<file path="src/rtl/mem_port_arbiter.sv">
// Arbitrates the unified memory port between instruction fetch and data access.
// Data side wins by default; fetch is forced ahead after STARVE_MAX data grants.
module mem_port_arbiter #(
   parameter int unsigned STARVE_MAX = 4,
   parameter int unsigned TIMEOUT    = 15
) (
   input  logic        clk_i,
   input  logic        rst_ni,
   input  logic        if_req_i,
   input  logic [31:0] if_addr_i,
   output logic        if_gnt_o,
   output logic        if_rvalid_o,
   output logic [31:0] if_rdata_o,
   output logic        if_err_o,
   input  logic        dm_req_i,
   input  logic        dm_we_i,
   input  logic [3:0]  dm_be_i,
   input  logic [31:0] dm_addr_i,
   input  logic [31:0] dm_wdata_i,
   output logic        dm_gnt_o,
   output logic        dm_rvalid_o,
   output logic [31:0] dm_rdata_o,
   output logic        dm_err_o,
   output logic        mem_req_o,
   output logic        mem_we_o,
   output logic [3:0]  mem_be_o,
   output logic [31:0] mem_addr_o,
   output logic [31:0] mem_wdata_o,
   input  logic        mem_ack_i,
   input  logic [31:0] mem_rdata_i,
   output logic        busy_o
);

   localparam int unsigned SW = 4;
   localparam int unsigned TW = 8;

   typedef enum logic [1:0] {IDLE, IF_ACC, DM_ACC} state_t;

   state_t          r_state;
   logic [SW-1:0]   r_starve_cnt;
   logic [TW-1:0]   r_tmo_cnt;
   logic            r_mem_req, r_mem_we;
   logic [3:0]      r_mem_be;
   logic [31:0]     r_mem_addr, r_mem_wdata;
   logic            r_if_rvalid, r_if_err, r_dm_rvalid, r_dm_err;
   logic [31:0]     r_if_rdata, r_dm_rdata;

   logic            w_dm_win, w_if_win, w_acc, w_tmo, w_done;
   logic [31:0]     w_ret_data;

   // Same-cycle grant; fetch only overtakes data once the starvation bound is hit
   assign w_dm_win   = (r_state == IDLE) && dm_req_i &&
                       !(if_req_i && (r_starve_cnt == SW'(STARVE_MAX)));
   assign w_if_win   = (r_state == IDLE) && !w_dm_win && if_req_i;
   assign w_acc      = (r_state != IDLE);
   assign w_tmo      = w_acc && !mem_ack_i && (r_tmo_cnt == TW'(TIMEOUT - 1));
   assign w_done     = w_acc && (mem_ack_i || w_tmo);
   assign w_ret_data = (mem_ack_i && !r_mem_we) ? mem_rdata_i : 32'h0;

   always_ff @(posedge clk_i or negedge rst_ni) begin
      if (!rst_ni) begin
         r_state      <= IDLE;
         r_starve_cnt <= '0;
         r_tmo_cnt    <= '0;
         r_mem_req    <= 1'b0;
         r_mem_we     <= 1'b0;
         r_mem_be     <= '0;
         r_mem_addr   <= '0;
         r_mem_wdata  <= '0;
         r_if_rvalid  <= 1'b0;
         r_if_err     <= 1'b0;
         r_if_rdata   <= '0;
         r_dm_rvalid  <= 1'b0;
         r_dm_err     <= 1'b0;
         r_dm_rdata   <= '0;
      end else begin
         r_if_rvalid <= 1'b0;
         r_if_err    <= 1'b0;
         r_dm_rvalid <= 1'b0;
         r_dm_err    <= 1'b0;
         case (r_state)
            IDLE: begin
               if (w_dm_win) begin
                  r_state     <= DM_ACC;
                  r_mem_req   <= 1'b1;
                  r_mem_we    <= dm_we_i;
                  r_mem_be    <= dm_be_i;
                  r_mem_addr  <= dm_addr_i;
                  r_mem_wdata <= dm_wdata_i;
                  r_tmo_cnt   <= '0;
                  if (!if_req_i)
                     r_starve_cnt <= '0;
                  else if (r_starve_cnt < SW'(STARVE_MAX))
                     r_starve_cnt <= r_starve_cnt + SW'(1);
               end else if (w_if_win) begin
                  r_state      <= IF_ACC;
                  r_mem_req    <= 1'b1;
                  r_mem_we     <= 1'b0;
                  r_mem_be     <= 4'hF;
                  r_mem_addr   <= if_addr_i;
                  r_mem_wdata  <= '0;
                  r_tmo_cnt    <= '0;
                  r_starve_cnt <= '0;
               end
            end
            IF_ACC, DM_ACC: begin
               if (w_done) begin
                  r_state   <= IDLE;
                  r_mem_req <= 1'b0;
                  if (r_state == IF_ACC) begin
                     r_if_rvalid <= 1'b1;
                     r_if_err    <= !mem_ack_i;
                     r_if_rdata  <= w_ret_data;
                  end else begin
                     r_dm_rvalid <= 1'b1;
                     r_dm_err    <= !mem_ack_i;
                     r_dm_rdata  <= w_ret_data;
                  end
               end else begin
                  r_tmo_cnt <= r_tmo_cnt + TW'(1);
               end
            end
            default: r_state <= IDLE;
         endcase
      end
   end

   assign if_gnt_o    = w_if_win;
   assign dm_gnt_o    = w_dm_win;
   assign if_rvalid_o = r_if_rvalid;
   assign if_rdata_o  = r_if_rdata;
   assign if_err_o    = r_if_err;
   assign dm_rvalid_o = r_dm_rvalid;
   assign dm_rdata_o  = r_dm_rdata;
   assign dm_err_o    = r_dm_err;
   assign mem_req_o   = r_mem_req;
   assign mem_we_o    = r_mem_we;
   assign mem_be_o    = r_mem_be;
   assign mem_addr_o  = r_mem_addr;
   assign mem_wdata_o = r_mem_wdata;
   assign busy_o      = w_acc;

endmodule

</file>
<file path="config.mk">
export PLATFORM = sky130hd
export DESIGN_NAME = mem_port_arbiter
export DESIGN_NICKNAME = d
export VERILOG_FILES = /design/src/rtl/mem_port_arbiter.sv
export SDC_FILE = /design/constraint.sdc
export NUM_CORES = 1
export LEC_CHECK = 0
export BUFFER_PORTS_ARGS = -buffer_cell sky130_fd_sc_hd__buf_4
export CAP_MARGIN = 10
export CORE_ASPECT_RATIO = 0.7
export CORE_UTILIZATION = 47
export DETAILED_ROUTE_END_ITERATION = 10
export PLACE_DENSITY_LB_ADDON = 0.15
export SLEW_MARGIN = 10
export SYNTH_ARGS = -nofsm -noshare
export SYNTH_HDL_FRONTEND = slang
export SYNTH_SLANG_ARGS = --single-unit
</file>
<file path="constraint.sdc">
create_clock -name clk_i -period 1.9 [get_ports clk_i]
set_input_delay 0.095 -clock clk_i [delete_from_list [all_inputs] [get_ports clk_i]]
set_output_delay 0.095 -clock clk_i [all_outputs]
set_load 0.005 [all_outputs]
</file>
### Word level (Yosys, flattened, before mapping)

Cells that the tools add are included.

* register bits: 152
* bits of input ports: 138
* output and inout port bits: 141

* add/sub/neg operators: 2
* $lt $le $gt $ge: 1
* eq/ne operators: 8
* muxes and demuxes: 37
* bitwise operators: 1
* reduce and logical (&&, ||, !) cells: 26

Operator list (number)
* $mux W32: 5
* $mux W4: 6
* $mux W8: 3
* $mux W1: 17
* $pmux W8 S2: 1
* $reduce_and A3 Y1: 5
* $logic_and A1 B1 Y1: 9
* $add A8 B1 Y8 const B: 1
* $eq A8 B4 Y1 const B: 1
* $mux W2: 3
* $reduce_bool A2 Y1: 3
* $add A4 B1 Y4 const B: 1
* $eq A4 B3 Y1 const B: 1
* $logic_not A1 Y1: 4
* $lt A4 B3 Y1 const B: 1
* $ne A2 B2 Y1 const B: 2
* $pmux W2 S2: 1
* $reduce_and A2 Y1: 2
* $ne A3 B2 Y1 const B: 1
* $ne A3 B3 Y1 const B: 1
* $eq A2 B1 Y1 const B: 1
* $eq A2 B2 Y1 const B: 1
* $logic_not A2 Y1: 1
* $pmux W1 S2: 1
* 3 further kinds: 3

### Longest topological paths before layout

* depth after elaboration: 10
* mapped depth: 9
* depth with buffers taken out: 6

### Worst setup path after synthesis

Ideal clock, no wire load.

* path kind: register to register
* from: register r_state[0]
* to: register r_dm_rdata[1], in the netlist dm_rdata_o[1]
* library setup time: 0.121 ns
* data arrival time: 1.592 ns
* required time: 1.779 ns
* slack: 0.187 ns
* stages on the path, launching flop included: 9
* path buffers: 2
* cells stage by stage: dfrtp_1 -> inv_1 -> ha_1 -> inv_1 -> nor2_4 -> and4bb_2 -> buf_2 -> buf_2 -> a22o_1

* word-level cells in the longest chain between the ends: 6
* elaborated cells on any way between the ends: 10
* classes of those cells: eq/ne (2); bitwise (1); reduce/logical (7)

Ends and longest elaborated chain
* from (decl): RTL line 39 `state_t r_state;`
* from (signal assigned): RTL line 62 `r_state <= IDLE;`
* from (signal assigned): RTL line 84 `r_state <= DM_ACC;`
* from (signal assigned): RTL line 96 `r_state <= IF_ACC;`
* $reduce_bool A2 Y1: RTL line 55 `assign w_acc = (r_state != IDLE);`
* $logic_and A1 B1 Y1 (2 in a row): RTL line 56 `assign w_tmo = w_acc && !mem_ack_i && (r_tmo_cnt == TW'(TIMEOUT - 1));`
* $logic_or A1 B1 Y1: RTL line 57 `assign w_done = w_acc && (mem_ack_i || w_tmo);`
* $logic_and A1 B1 Y1: RTL line 57
* $reduce_and A3 Y1 (no line) (*)
* to (signal assigned): RTL line 117 `r_dm_rdata <= w_ret_data;`
* to (decl): RTL line 46 `logic [31:0] r_if_rdata, r_dm_rdata;`

Mark *: on every way between the ends. The rest lies on a longest branch, timed or not.
A chain may end at the register's enable or synchronous reset.

### Worst setup path in the final report

* from: register r_starve_cnt[0]
* to: output dm_gnt_o

* word-level cells in the longest chain between the ends: 4

Ends and longest elaborated chain
* from (decl): RTL line 40 `logic [SW-1:0] r_starve_cnt;`
* from (signal assigned): RTL line 94 `r_starve_cnt <= r_starve_cnt + SW'(1);`
* $eq A4 B3 Y1: RTL line 53 `!(if_req_i && (r_starve_cnt == SW'(STARVE_MAX)));`
* $logic_and A1 B1 Y1: RTL line 53
* $logic_not A1 Y1: RTL line 53
* $logic_and A1 B1 Y1: RTL line 52 `assign w_dm_win = (r_state == IDLE) && dm_req_i &&`
* to (decl): RTL line 20 `output logic dm_gnt_o,`

Every way passes these cells.

==> run metrics <==
Gate Count Post-Synth 557; Max Clock Skew 0.0184 ns; worst setup margin 0.0163 ns; yosys warns 0; first drt pass iteration count 5; CTS Sinks 152; fin util 0.811; Detail Route Antenna Nets 0; clock network fraction of design power 0.236; hold crit path type primary input to flop; Power per Cell Area 1370 nW/um2; critical path class flop to primary output; largest net degree at the start of global routing 58; peak supply drop 0.682 mV; pre-CTS setup slack 0.0851 ns; post-synthesis register bit count 152; synthesis-to-finish area growth 68.9%; CTS tree yes; Tcrit/Tclk final 0.991; Routed met1 length 8390 um; simple-gate share of the synthesized area 0.101; clock-pin slew on the worst setup and hold paths 0.06 ns; Critical Path End Type primary output; WL per Instance 17.9 um; Avg Vias per Cell 5.27; DIE WIDTH 140 um; Synth Area in Compound Gates 0.185; GRT Total Usage 0.301; synthesized area per cell 11.3 um2; Arrival @ worst endpoint 1.79 ns; Post-Syn Nets 701; DRC viols 0; commonest non-fill, non-tap cell in the layout buf_4; row cnt 35; RSZ-0062 raised after global routing true; vias in the first global route 6442; CORE AREA 13100 um2; H-tree levels 4; post-DP HPWL 12400 um; final hold viol count 0; Die Height 98.9 um; final setup vio count 0; I/O pin cnt 279; routed vias 6068; Worst Tran Pin Value 0.520 ns; Starting Density 0.480; initial antenna violation count 1; Slew headroom 0.653; mux share of post-synthesis cell area 0.0543; FMAX 531 MHz; post-synthesis sequential area ratio 0.603; Sw Share 0.329; Yosys top cell area share 0.603; P_sw 4.82 mW; routed wl met3 1170 um; library cells used by synthesis 42; data required time of the worst path 1.80 ns; grt total ovfl 0; Final Slew Violations 0; area of the mapped netlist 6310 um2; final net count 1115; first-pass GRT wire length 32400 um; clk_lat worst skew 0.42 ns; most frequent cells in the layout 294 x buf_4, 152 x dfrtp_1, 130 x dlygate4sd3_1; highest routed layer met4; input/output buffers 278; total internal power 9.82 mW; DR iter-0 viols 293; ranking of synthesized cells by area dfrtp_1 60%, a22o_1 9.7%, nand2_1 6.5%; sequential share of power 0.364; number of max-cap violations 0; CP Launch Type flop; Pleak 5.37 nW; clk root buf clkbuf_16; Yosys top cell by area dfrtp_1; # fillers 762; wirelength, routed 20600 um; layout cells sized above 1 0.363; Die ar. 13900 um2; Logic pwr share 0.400; Post-Synth Adder-Cell Area 0.0119; routability cong. 0.811; clock buffer count from CTS 17; Tmin final 1.88 ns; Post-Synth XOR/XNOR Area 0.00139; met2 wire len 10500 um; worst-case clock buffer depth 2; status finished clean; combinational family with the most area after synthesis compound AO/OA/AOI/OAI gates; crit-path max FO 24
==> timing repair <==
action,4_1_cts,5_1_grt
hold endpoints to repair,188,0
pin swaps,2,1
hold buffers,130,0
setup buffers,3,4
endpoints found under the setup margin,2,7
gates cloned,1,1
gates resized for setup,2,5
==> through the flow <==
stage                     total power, mW  hold slack [ns]  instance area (um2)  setup TNS [ns]  std cells
final                                14.6           0.0186                10700               0       1151
after global routing                 15.5           0.0197                10700          -0.156       1151
after CTS                            14.4          0.00154                10600               0       1145
after detailed placement             10.7           0.0970                 8640               0        979
after global placement               10.5           0.0871                 8640               0        979
after floorplan                      7.58           -0.201                 6310               0        557
==> path summary, 6_finish.rpt <==
check,slack [ns],startpoint,endpoint,depth (start not counted)
max in group asynchronous,0.98,rst_ni,dm_rdata_o[31],3
min in group asynchronous,0.21,rst_ni,if_rdata_o[17],2
hold reg to reg,0.50,if_rdata_o[26],if_rdata_o[26],1
setup reg to reg,0.04,r_starve_cnt[0],r_starve_cnt[0],7
setup / recovery,0.02,r_starve_cnt[0],dm_gnt_o,6
hold / removal,0.02,if_addr_i[22],mem_addr_o[22],3
==> registers in the layout, indices dropped and copies added, names as in the netlist <==
name          cells
r_state           2
dm_err_o          1
mem_req_o         1
mem_wdata_o      32
dm_rvalid_o       1
r_starve_cnt      4
if_rdata_o       32
mem_addr_o       32
if_rvalid_o       1
mem_we_o          1
if_err_o          1
mem_be_o          4
dm_rdata_o       32
r_tmo_cnt         8
==> Yosys cell counts (all sizes together) <==
master / instances
a211o: 1
a21boi: 2
a21o: 1
a21oi: 9
a22o: 70
a31o: 1
a31oi: 1
a32o: 1
and3: 3
and3b: 1
and4b: 2
and4bb: 1
buf: 32
clkbuf: 10
dfrtp: 152
ha: 6
inv: 11
mux2: 2
mux2i: 32
nand2: 109
nand2b: 1
nand3: 5
nand3b: 2
nand4b: 1
nor2: 9
nor2b: 1
nor3: 3
nor3b: 2
o21a: 1
o21ai: 78
o22ai: 2
o2bb2ai: 4
xor2: 1
==> power by group through the flow <==
stage / clock (mW) / sequential [mW] / combinational, mW
after global placement: 0 / 5.26 / 5.20
after CTS: 3.48 / 5.29 / 5.66
final: 3.45 / 5.34 / 5.85
after detailed placement: 0 / 5.30 / 5.37
after floorplan: 0 / 5.31 / 2.27
after global routing: 3.66 / 5.47 / 6.32
==> cell families (layout without fill, tap and decap cells) <==
group,Yosys count,in the layout
compound gates,171,171
flops,152,152
simple gates,140,141
buf+inv,53,479
mux,34,34
fa+ha+maj,6,6
xor+xnor,1,1
other cells,0,1
==> layout make-up <==
| type | count | area (um2) | share of cell area |
|---|---|---|---|
| diodes | 1 | 2.50 | 0.000235 |
| multi-input cells | 353 | 2260 | 0.213 |
| inverters | 11 | 41.3 | 0.00387 |
| clock buffers | 18 | 439 | 0.0412 |
| clock inverters | 14 | 161 | 0.0151 |
| flip-flops and latches | 152 | 3800 | 0.357 |
| repair buffers | 436 | 3740 | 0.351 |
| well taps | 166 | 208 | 0.0195 |
==> critical path, stage by stage (launching register included) <==
cell	delay, ns
dfrtp_1	0.40
inv_1	0.08
ha_2	0.19
nand4b_1	0.18
and3_4	0.24
buf_12	0.15
buf_4	0.14
==> per-layer routing <==
metal  GRT usage  vias to the layer above
met5           0                        -
met4       0.120                        0
met3      0.0695                       53
met2       0.520                      237
met1       0.368                     2986
li1            -                     2792
(Power assumes the default switching activity.)
